## src/rtl/lc3b_types.sv

```systemverilog
// Shared LC-3b types plus the instruction-cache geometry, tag/index types and
// the controller state encoding.
package lc3b_types;
    localparam int ICACHE_OFFSET_BITS = 4;
    localparam int ICACHE_INDEX_BITS  = 3;
    localparam int ICACHE_NUM_SETS    = 1 << ICACHE_INDEX_BITS;
    localparam int ICACHE_TAG_BITS    = 16 - ICACHE_INDEX_BITS - ICACHE_OFFSET_BITS;

    typedef logic [127:0]                 lc3b_data;
    typedef logic [15:0]                  lc3b_word;
    typedef logic [ICACHE_TAG_BITS-1:0]   icache_tag;
    typedef logic [ICACHE_INDEX_BITS-1:0] icache_index;

    typedef enum logic {
        IDLE = 1'b0,
        FILL = 1'b1
    } icache_state;
endpackage

```

## src/rtl/icache_array.sv

```systemverilog
// Per-set storage: combinational read, registered write, whole-array
// synchronous clear that wins over a same-cycle write.
module icache_array #(
    parameter int WIDTH      = 1,
    parameter int DEPTH      = 8,
    parameter int INDEX_BITS = $clog2(DEPTH)
) (
    input  logic                  clk,
    input  logic                  clear,
    input  logic                  write,
    input  logic [INDEX_BITS-1:0] read_index,
    input  logic [INDEX_BITS-1:0] write_index,
    input  logic [WIDTH-1:0]      wdata,
    output logic [WIDTH-1:0]      rdata
);
    logic [WIDTH-1:0] mem [DEPTH];

    always_ff @(posedge clk) begin
        if (clear) begin
            for (int i = 0; i < DEPTH; i++) begin
                mem[i] <= '0;
            end
        end else if (write) begin
            mem[write_index] <= wdata;
        end
    end

    assign rdata = mem[read_index];
endmodule

```

## src/rtl/icache_direct_mapped.sv

```systemverilog
// Direct-mapped, read-only instruction cache with zero-wait hits and a
// blocking, non-cancellable line fill from the memory port.
module icache_direct_mapped
    import lc3b_types::*;
#(
    parameter int NUM_SETS    = ICACHE_NUM_SETS,
    parameter int INDEX_BITS  = ICACHE_INDEX_BITS,
    parameter int OFFSET_BITS = ICACHE_OFFSET_BITS,
    parameter int TAG_BITS    = 16 - INDEX_BITS - OFFSET_BITS
) (
    input  logic         clk,
    input  logic         rst,
    input  logic [15:0]  imem_address,
    input  logic         imem_action_stb,
    input  logic         imem_action_cyc,
    output logic [127:0] imem_rdata,
    output logic         imem_resp,
    output logic         imem_retry,
    output logic [15:0]  pmem_address,
    output logic         pmem_read,
    input  logic [127:0] pmem_rdata,
    input  logic         pmem_resp,
    output logic [15:0]  hit_count,
    output logic [15:0]  miss_count
);
    icache_state           state;
    logic                  req;
    logic                  hit;
    logic                  fill_write;
    logic [INDEX_BITS-1:0] index;
    logic [INDEX_BITS-1:0] fill_index;
    logic [TAG_BITS-1:0]   tag;
    logic [TAG_BITS-1:0]   fill_tag;
    logic [TAG_BITS-1:0]   stored_tag;
    logic                  stored_valid;
    lc3b_data              stored_data;
    logic                  unused_offset;

    assign tag           = imem_address[15 -: TAG_BITS];
    assign index         = imem_address[OFFSET_BITS +: INDEX_BITS];
    assign unused_offset = ^imem_address[OFFSET_BITS-1:0];

    // The registered fill address doubles as the latched line being filled.
    assign fill_tag   = pmem_address[15 -: TAG_BITS];
    assign fill_index = pmem_address[OFFSET_BITS +: INDEX_BITS];
    assign fill_write = (state == FILL) && pmem_resp;

    icache_array #(.WIDTH(128), .DEPTH(NUM_SETS), .INDEX_BITS(INDEX_BITS)) data_array (
        .clk(clk), .clear(rst), .write(fill_write), .read_index(index),
        .write_index(fill_index), .wdata(pmem_rdata), .rdata(stored_data)
    );

    icache_array #(.WIDTH(TAG_BITS), .DEPTH(NUM_SETS), .INDEX_BITS(INDEX_BITS)) tag_array (
        .clk(clk), .clear(rst), .write(fill_write), .read_index(index),
        .write_index(fill_index), .wdata(fill_tag), .rdata(stored_tag)
    );

    icache_array #(.WIDTH(1), .DEPTH(NUM_SETS), .INDEX_BITS(INDEX_BITS)) valid_array (
        .clk(clk), .clear(rst), .write(fill_write), .read_index(index),
        .write_index(fill_index), .wdata(1'b1), .rdata(stored_valid)
    );

    assign req        = imem_action_stb & imem_action_cyc;
    assign hit        = req & stored_valid & (stored_tag == tag);
    assign imem_resp  = ~rst & (state == IDLE) & hit;
    assign imem_retry = ~rst & req & ~imem_resp;
    assign imem_rdata = imem_resp ? stored_data : '0;

    // Once FILL is entered only pmem_resp or reset can leave it, so the
    // memory-side request stays stable regardless of the CPU inputs.
    always_ff @(posedge clk) begin
        if (rst) begin
            state        <= IDLE;
            pmem_read    <= 1'b0;
            pmem_address <= '0;
            hit_count    <= '0;
            miss_count   <= '0;
        end else begin
            if (imem_resp && hit_count != 16'hFFFF) begin
                hit_count <= hit_count + 16'd1;
            end
            case (state)
                IDLE: begin
                    if (req && !hit) begin
                        state        <= FILL;
                        pmem_read    <= 1'b1;
                        pmem_address <= {tag, index, {OFFSET_BITS{1'b0}}};
                        if (miss_count != 16'hFFFF) begin
                            miss_count <= miss_count + 16'd1;
                        end
                    end
                end
                FILL: begin
                    if (pmem_resp) begin
                        state     <= IDLE;
                        pmem_read <= 1'b0;
                    end
                end
                default: state <= IDLE;
            endcase
        end
    end
endmodule

```

## config.mk

```make
export PLATFORM = sky130hd
export DESIGN_NAME = icache_direct_mapped
export DESIGN_NICKNAME = d
export VERILOG_FILES = /design/src/rtl/lc3b_types.sv /design/src/rtl/icache_array.sv /design/src/rtl/icache_direct_mapped.sv
export SDC_FILE = /design/constraint.sdc
export NUM_CORES = 1
export LEC_CHECK = 0
export CAP_MARGIN = 30
export CORE_ASPECT_RATIO = 0.75
export CORE_MARGIN = 2
export CORE_UTILIZATION = 50
export DETAILED_ROUTE_END_ITERATION = 10
export PLACE_DENSITY = 0.75
export SLEW_MARGIN = 5
export SYNTH_ARGS = -nofsm -noshare
export SYNTH_HDL_FRONTEND = slang
export SYNTH_HIERARCHICAL = 1
export SYNTH_SLANG_ARGS = --single-unit
```

## constraint.sdc

```tcl
create_clock -name clk -period 21.3 [get_ports clk]
set_input_delay 4.26 -clock clk [delete_from_list [all_inputs] [get_ports clk]]
set_output_delay 4.26 -clock clk [all_outputs]
set_load 0.02 [all_outputs]
```

[Yosys cells after proc, flatten, opt, wreduce, memory -nomap -nowiden]
Memory sizes are Yosys's and may differ from the RTL's.
Cells that the tools add are included.
Word-level totals
  flip-flop bits (word level): 46
  memory bits (writable): 1104
  bits of input ports: 149
  output and inout port bits: 179
  logic and storage cells: 56
  memories kept: 3
Memories
  data_array.mem: depth 8, width 128, rd ports 1, clocked after memory_dff 0, wr ports 8, line icache_array.sv:16  | logic [WIDTH-1:0] mem [DEPTH];
  tag_array.mem: depth 8, width 9, rd ports 1, clocked after memory_dff 0, wr ports 8, line icache_array.sv:16
  valid_array.mem: depth 8, width 1, rd ports 1, clocked after memory_dff 0, wr ports 8, line icache_array.sv:16
Operators by class
  add/subtract/negate cells: 2
  equal/unequal tests: 5
  mux-type cells: 21
  bitwise gates (word level): 10
  reduce and logical (&&, ||, !) cells: 10
Operators by type and width (count)
  $mux W128: 2
  $reduce_or A128 Y1: 1
  $add A16 B1 Y16 const B: 2
  $ne A16 B16 Y1 const B: 2
  $mux W1: 13
  $eq A9 B9 Y1: 1
  $mux W3: 3
  $mux W9: 1
  $reduce_or A9 Y1: 1
  $and A1 B1 Y1: 7
  $pmux W1 S2: 2
  $reduce_and A2 Y1: 2
  $logic_and A1 B1 Y1: 3
  $not A1 Y1: 3
  $reduce_and A3 Y1: 1
  $ne A2 B1 Y1 const B: 1
  $ne A2 B2 Y1 const B: 1
  $logic_not A1 Y1: 1
  $reduce_or A1 Y1: 1

[Longest topological paths before layout]
Gate-level depths: netlist of run 1.
  word-level depth: 7
  depth in mapped cells: 12

[Cells and area by module]
Netlist of run 1, hierarchy kept.
By module, submodules not included
  icache_array (data_array): instances 1, cells an instance 2875, area an instance 45577.5 um^2, sequential area each 30749.5 um^2
  icache_array (tag_array): instances 1, cells an instance 216, area an instance 3342.0 um^2, sequential area each 2162.1 um^2
  icache_direct_mapped: instances 1, cells an instance 442, area an instance 3335.7 um^2, sequential area each 920.9 um^2
  icache_array (valid_array): instances 1, cells an instance 40, area an instance 470.5 um^2, sequential area each 240.2 um^2

[Worst setup path after synthesis of run 1]
OpenSTA, ideal clock, no wires.
  path kind: input to register
  from: input port pmem_resp
  to: memory data_array.mem[4][0], enable pin
  library setup time: 642 ps
  data arrival time: 11276 ps
  path slack: 9382 ps
  stages on the path: 6
  path through: and2_1 -> or3b_1 -> clkbuf_1 -> clkbuf_1 -> clkbuf_1 -> o21bai_1
RTL lines
  start: declaration: line icache_direct_mapped.sv:22  | input logic pmem_resp,
  end: declaration: line icache_array.sv:16

[Worst setup path in the final report of run 1]
  from: input port imem_address[4]
  to: output port imem_rdata[66]
On the way
  longest elaborated chain between the ends: 5
  elaborated cells between the ends (all ways): 8
  classes of those cells: eq/ne: 1; mux: 1; bitwise: 3; memory: 3
Ends and longest elaborated chain
  start: declaration: line icache_direct_mapped.sv:13  | input logic [15:0] imem_address,
  $mem_v2 Z8 W9
  net stored_tag[5]: line icache_direct_mapped.sv:34  | logic [TAG_BITS-1:0] stored_tag;
  $eq A9 B9 Y1: line icache_direct_mapped.sv:64  | assign hit = req & stored_valid & (stored_tag == tag);
  $and A1 B1 Y1: line icache_direct_mapped.sv:64
  $and A1 B1 Y1: line icache_direct_mapped.sv:65  | assign imem_resp = ~rst & (state == IDLE) & hit;
  $mux W128: line icache_direct_mapped.sv:67  | assign imem_rdata = imem_resp ? stored_data : '0;
  end: declaration: line icache_direct_mapped.sv:16  | output logic [127:0] imem_rdata,
The timed path passes the listed nets, and every way through them passes these cells.

==> results.txt, run 1 <==
- Result of the run: finished clean
* Count of nets left with antenna violations after detail routing: 0
- Count of hold buffers inserted by post-cts repair: 0
- The min-delay analysis places its worst path in the category flip-flop to flip-flop.
* Final Max Tran Viols: 0
- For this design the static power due to leakage is between 15 and 20 nW.
- For this run, the number of standard cells in the final layout without fillers is ~5200.
- The worst path uses 65.8% of the clock period.
* Clk sink count: about 1200
- Req. time, crit path: 17.04 ns
* Synthesized area per cell: between 10 and 15 um^2
* Post-detailed-route wirelength per cell: about 25 um
- The slowest stage of the critical path belongs to the cell sky130_fd_sc_hd__or4_1.
- The endpoint identified for the worst register-to-register timing path is data_array/mem[6][127].
* First-pass GRT wire length: ~200000 um
* Number of CTS-inserted buffers: 111
* Number of setup buffers added after CTS: 0
- Max_cap viols: 0
- Via count of the first global-routing pass: between 30000 and 40000
* Final routed DRC violation total: 0
- Layout cell share with drive strength beyond 1: roughly 16%
- Post-CTS repair changed the size of 0 cells.
- Setup TNS: 0 ns
- Top cells by instance count after synthesis: 1106 x sky130_fd_sc_hd__nor3_1, 1104 x sky130_fd_sc_hd__edfxtp_1, 219 x sky130_fd_sc_hd__clkbuf_1
* Layout Nets: around 3900
- Routed vias: ~32000
- Async set-reset flop share out of synthesis: 0%
* Starting Density: between 50% and 60%
- Walking the worst path, the cells encountered are buf_8 -> buf_4 -> buf_16 -> mux4_1 -> mux2_2 -> xnor2_1 -> nand4_1 -> or4_1 -> inv_4 -> buf_4 -> and2_1 -> clkdlybuf4s50_1.
- TritonCTS built the clock tree.
- Post-synth top area cell: sky130_fd_sc_hd__edfxtp_1
- Worst Setup Start Kind: primary input
* Instance count after placement with tap cells included: 5019
- Die Span Y: roughly 290 um
* Post-route total power: between 4 and 5 mW
- Sort of element at the end of the critical path: output port
- For this run, the leading register cell type out of synthesis is sky130_fd_sc_hd__edfxtp_1.
- In the global route stage, met1 resource usage came out at between 30% and 40%.
- During placement, the flow inserted port buffers numbering around 320.
- F_max: around 0.07 GHz
- STA puts the critical path data arrival time at between 9 and 10 ns.
* Final HPWL from detailed placement: between 60000 and 70000 um
- Initial DRC Count: 3362
- Final Critical Period: between 10 and 15 ns
- GR Overflow Total: 0
- After clock tree synthesis, the clock-pin slew on the worst setup and hold paths is about 0.07 ns.
- Global routing consumed, over all layers together, between 20% and 30% of the routing resources.
- Share of Yosys cell area claimed by the top area cell type: 62.9%
- The die is between 300 and 400 um wide.
- The first TritonRoute pass finished after 5 iterations.
- Most frequent CP cell: sky130_fd_sc_hd__buf_4
- Via count normalized by instance count: 6.18
- Depth of the worst register-to-register path: 7
- Dividing total power by cell area gives a power density of between 70 and 80 mW/mm^2.
- Core region area: 0.105 mm^2
- Root cell of the clock tree: sky130_fd_sc_hd__clkbuf_16
- Largest net degree at the start of global routing: roughly 210
* Highest net fanout along the worst path: 82
* Core Rows: around 100
- The most common cell in the synthesized netlist is sky130_fd_sc_hd__nor3_1.
* Synth unique cells: 54
- During synthesis, Yosys emitted a total of 6 warnings.
- Met2 layer usage reported by global route: 38.5%
- By area the synthesized netlist is led by sky130_fd_sc_hd__edfxtp_1 63%, sky130_fd_sc_hd__nor3_1 10%, sky130_fd_sc_hd__mux4_2 7.9%.
- Total of endpoints with negative setup slack in the final report: 0
- The startpoint identified for the worst register-to-register timing path is state.
* Largest buffer count on any clock path: 3
* Start point of the worst hold path: pmem_read
* Post-Route WL: 131000 um
* Worst hold stages: 1
- Normalized max-slew margin: just over 7%
- Stage delay of the slowest cell on the critical path: between 0.9 and 1 ns
- For the final database, setup skew stands at 0.0440 ns.
- Total standard cell area after synthesis: around 0.053 mm^2
- The synthesized design contains 1150 register bits.
* Seq/Total Area, Yosys: 64.6%
- The floorplan step defined a die boundary enclosing about 0.11 mm^2.
- The later pin in the worst-skew pair is clocked with a latency of ~0.74 ns.
- For the pin with the worst max-slew slack, the measured transition is 1.39 ns.
- Routability cong.: 0.809
- The H-tree generated during clock tree synthesis spans 3 levels.
* RSZ-0062 raised after global routing: false
* Worst setup path category: primary input to output port
* Final Hold Violating Endpoints: 0
* EDFF count, synth: around 1100
- For hold timing, the worst endpoint is pmem_read.
- Global Route met3 Usage: between 4 and 5%
- IR analysis of the VDD net gives a maximum drop of approximately 0.000066 V.
* I/O pins: 328
- Compared with the post-synthesis result, the final layout area differs by 14.3%.
- Initial antenna violation count: 5
* Most Used Layer, Global Route: met2
* Number of instances in the synthesized netlist: 3573
- Worst R2R Setup Slack: about 17 ns
final cells by class:
type                    instances  area, um^2
diodes                          3        7.51
clock buffers                 141        2890
clock inverters                65         489
fillers                      8123       44700
inverters                     145         547
multi-input cells            1918       16300
flip-flops and latches       1150       34100
well taps                    1417        1770
repair buffers                403        4160
worst max-delay path, delay by kind of cell:
kind | cells | cell delay [ns]
XOR/XNOR | 1 | 0.20
buffers and inverters | 6 | 2.75
multiplexers | 2 | 0.95
AND/OR/NAND/NOR | 3 | 1.26
worst max-delay path by stage:
stage                         start              endpoint  slack (ns)
CTS                 imem_address[4]        imem_rdata[86]        6.82
detailed placement  imem_address[4]        imem_rdata[95]        6.85
floorplan                 pmem_resp  data_array/mem[4][0]        9.38
finish              imem_address[4]        imem_rdata[66]        7.29
global route        imem_address[4]        imem_rdata[61]        6.84
global placement    imem_address[4]        imem_rdata[82]        6.93
per-layer routing:
metal	vias up	routed length [um]	share of wire, %
met2	1396	63200	48
met4	0	2690	2.1
li1	14300	-	-
met5	-	0	0
met3	166	11500	8.8
met1	16500	53100	41
logic make-up after synthesis:
kind of cell	Yosys count	share of synthesized area, %
buf+inv	509	4.71
flops	1150	64.6
compound gates	94	1.16
simple gates	1381	13.7
xor+xnor	9	0.150
fa+ha+maj	2	0.0475
mux	426	15.6
other cells	2	0.0142
cells in the final DEF, fill, tap and decap left out, types with 13 or more instances in the layout:
master                            Yosys  final
sky130_fd_sc_hd__nor2b_1             13     13
sky130_fd_sc_hd__clkdlybuf4s50_1      0    315
sky130_fd_sc_hd__clkinv_1           137    160
sky130_fd_sc_hd__nor2_1              24     24
sky130_fd_sc_hd__mux2_2             149    149
sky130_fd_sc_hd__clkinv_2             0     19
sky130_fd_sc_hd__clkbuf_1           219     30
sky130_fd_sc_hd__mux4_2             184    184
sky130_fd_sc_hd__mux4_1              92     92
sky130_fd_sc_hd__buf_4                4     66
sky130_fd_sc_hd__nand4_1             17     17
sky130_fd_sc_hd__and2_1             130    130
sky130_fd_sc_hd__clkbuf_16            0    111
sky130_fd_sc_hd__nand3b_1            16     16
sky130_fd_sc_hd__buf_16               0     14
sky130_fd_sc_hd__edfxtp_1          1104   1104
sky130_fd_sc_hd__dfxtp_1             46     46
sky130_fd_sc_hd__o21ai_0             16     16
sky130_fd_sc_hd__a21oi_1             30     30
sky130_fd_sc_hd__nor3_1            1106   1105
sky130_fd_sc_hd__nand2_1             18     17
flip-flops by register name (all words and copies together), names as in the netlist:
| register | cells |
|---|---|
| miss_count | 16 |
| state | 1 |
| pmem_address | 12 |
| data_array/mem | 1024 |
| valid_array/mem | 8 |
| hit_count | 16 |
| tag_array/mem | 72 |
| pmem_read | 1 |
power by group:
| group | total, mW | switching (mW) | internal, mW |
|---|---|---|---|
| combinational | 0.372 | 0.230 | 0.142 |
| sequential | 2.57 | 0.0219 | 2.55 |
| clock | 1.87 | 0.856 | 1.01 |
metrics by stage:
stage                     hold slack, ns  area [um^2]  util, %  setup slack (ns)
after floorplan                    0.563        52700        -              9.38
final                              0.478        60200     57.4              7.29
after global routing               0.496        60200     57.4              6.84
after CTS                          0.479        59900     57.1              6.82
after global placement             0.454        56400     53.7              6.93
after detailed placement           0.459        56500     53.9              6.85
(Power assumes the default switching activity.)
==> run 2, diff against run 1 <==
Settings changed: PLACE_DENSITY 0.75 to 0.78.
Clock period 21.3 ns to 12.5 ns, I/O delays scaled along.
==> run 2 against run 1 <==
Compared with the run above: sequential power grew 70%; final cell count fell by 0.23%; routed wire length up 0.84%; clock skew shrank 0.019 ns; clock power increased by 73%; first-iteration DRC count down 1.3%; clock-buffer cell count down 11; register-to-register slack worse by 9.4 ns; largest power group unchanged.
==> results.txt, run 2 (synthesis gave the netlist of run 1 again) <==
* Result of the run: finished clean
- The final max-slew violation count was 0 (unchanged).
- DP Worst Slack: 2.66 ns (-4.19 ns)
- Setup WS post-layout: 3.00 ns (-4.28 ns)
* Initial antenna violation count: 10 (+5)
- The largest registers in the layout are data_array/mem x1024, tag_array/mem x72.
* Via count of the first global-routing pass: 32600 (+1.0%)
- Leaving out fill and tap cells, the most frequent cell in the layout is sky130_fd_sc_hd__nor3_1.
- Layout cell share with drive strength beyond 1: 15.5% (-0.18 points)
* Setup TNS: 0 ns (unchanged)
- The number of nets with antenna violations after detailed routing is 0 (unchanged).
* Root cell of the clock tree: sky130_fd_sc_hd__clkbuf_16
* Routability cong.: 0.776 (-4.0%)
- Die Span Y: 285 um (unchanged)
- Commonest cells after routing, fill and taps aside: 1105 x sky130_fd_sc_hd__nor3_1, 1104 x sky130_fd_sc_hd__edfxtp_1, 315 x sky130_fd_sc_hd__clkdlybuf4s50_1, 184 x sky130_fd_sc_hd__mux4_2, 164 x sky130_fd_sc_hd__clkinv_1
- The tightest min-delay check is of the flip-flop to flip-flop type.
- Via count normalized by instance count: 6.21 (+0.56%)
- F_max: between 0.1 and 0.15 GHz
- Total of endpoints with negative setup slack in the final report: 0 (unchanged)
- The number of maximum-capacitance violations was 0 (unchanged).
- Largest net degree at the start of global routing: 217 (+1.9%)
* Post-Route WL: 132000 um (+0.84%)
* Share of the core filled with cells in the final layout: 57.3% (-0.087 points)
- The port buffer count came to 319 (unchanged).
* First-pass GRT wire length: 200000 um (+0.58%)
- Sort of element at the end of the critical path: output port
* Clk slew on worst S/H paths: 0.06 ns (about the same)
- Worst skew pair latency: 0.73 ns (about the same)
- The worst path needs approximately 9.5 ns of the cycle, external delays included.
- The number of flip-flops under the largest register name was 1024 (unchanged).
- Final Hold Violating Endpoints: 0 (unchanged)
- The worst path required time was 10.00 ns (-7.04 ns).
- The area enclosed by the die boundary was 0.108 mm^2 (unchanged).
* Cells traversed along the worst timing path: buf_8 -> mux4_1 -> mux2_2 -> xnor2_1 -> nand4_1 -> or4_1 -> inv_4 -> buf_16 -> and2_1 -> clkdlybuf4s50_1
- The peak supply drop was 0.000103 V (+56%).
* Stage delay of the slowest cell on the critical path: 0.97 ns (+0.06 ns)
* 1st-pass router iterations: 5 (unchanged)
- Core Rows: 103 (unchanged)
- The final non-filler cell total was 5230 (-0.23%).
- Largest buffer count on any clock path: 3 (unchanged)
- Final routed DRC violation total: 0 (unchanged)
- Number of CTS-inserted buffers: 109 (-1.8%)
- Gates resized, CTS repair: 0 (unchanged)
- Die Span X: 379 um (unchanged)
* Final HPWL from detailed placement: 69600 um (+0.99%)
- Highest net fanout along the worst path: 83 (+1.2%)
- TritonCTS built the clock tree.
- The number of design-rule violations left by the first detailed-router iteration is 3319 (-1.3%).
- After layout, the worst path uses roughly three quarters of the clock period.
- The routed length per placed instance was 25.2 um (+1.1%).
- Count of fill cells added during filler insertion: 8070 (-0.65%)
- Worst setup path category: primary input to output port
- Area Growth Syn to Fin: 14.1%
- Setup repair after global routing left no endpoint under its margin.
* Top register by number of flip-flops: data_array/mem
- Number of setup buffers added after CTS: 0 (unchanged)
* Cell area power density: 137 mW/mm^2 (+72%)
* Routed vias: 32500 (+0.33%)
* Normalized max-slew margin: 18.0% (+11 points)
* Count of hold buffers inserted by post-cts repair: 0 (unchanged)
* Instance count after placement with tap cells included: 5018 (-0.020%)
* Worst clock skew on the final layout: 0.0253 ns (-0.0187 ns)
* Worst Setup Start Kind: primary input
* H-tree depth: 3 (unchanged)
- Starting Density: 50.3% (unchanged)
* Clk sink count: 1150 (unchanged)
- The arrival time reported for the critical path endpoint was 7.00 ns (-2.75 ns).
- GR Overflow Total: 0 (unchanged)
* P_leak: 19.5 nW (-0.28%)
- Among all stages on the critical path, the largest delay is contributed by sky130_fd_sc_hd__or4_1.
- GRT Total Usage: 24.2% (+0.10 points)
- Post-route total power: 8.25 mW (+71%)
- I/O pins: 328 (unchanged)
- The core footprint is 0.105 mm^2 (unchanged).
* Layout Nets: 3867 (-0.34%)
* Actual transition at the worst max-transition pin: 1.23 ns (-0.163 ns)
[run 2: metrics by stage]
| stage | hold WS (ns) | area, um^2 |
|---|---|---|
| 2_1_floorplan | 0.563 | 52700 |
| 3_3_place_gp | 0.456 | 56400 |
| 3_5_place_dp | 0.457 | 56600 |
| 4_1_cts | 0.474 | 60000 |
| 5_1_grt | 0.493 | 60200 |
| 6_report | 0.472 | 60200 |
[run 2: power by group]
group | internal (mW) | total [mW] | switching [mW] | leakage, nW
clock network | 1.77 | 3.24 | 1.46 | 1.67
logic | 0.239 | 0.631 | 0.392 | 6.03
registers | 4.34 | 4.38 | 0.0374 | 11.8
[run 2: final timing paths]
check                        from                    to  slack (ns)  cells after the start
hold / removal          pmem_read             pmem_read        0.47                      1
hold reg to reg         pmem_read             pmem_read        0.47                      1
setup / recovery  imem_address[4]        imem_rdata[73]        3.00                     10
setup reg to reg            state  data_array/mem[4][9]        7.81                      6
[run 2: worst max-delay path, delay by kind of cell]
family        cells  cell delay, ns
buf+inv           4            1.82
simple gates      3            1.32
mux               2            0.95
xor+xnor          1            0.22
[run 2: cell type report]
class                      instances  area [um^2]  share of cell area, %
sequential                      1150        34100                   56.6
multi-input combinational       1918        16300                   27.1
timing repair buffer             392         4010                   6.67
clock buffer                     130         2810                   4.67
tap                             1417         1770                   2.95
clock inverter                    73          627                   1.04
inverter                         145          547                  0.909
antenna                            5         12.5                 0.0208
[run 2: metal layers]
| layer | wire length [um] | GRT usage [%] | part of all wire (%) |
|---|---|---|---|
| met2 | 63200 | 38.1 | 48 |
| met1 | 53900 | 34.9 | 41 |
| met3 | 11600 | 4.10 | 8.8 |
| met4 | 2950 | 6.91 | 2.2 |
| met5 | 25 | 0 | 0.019 |
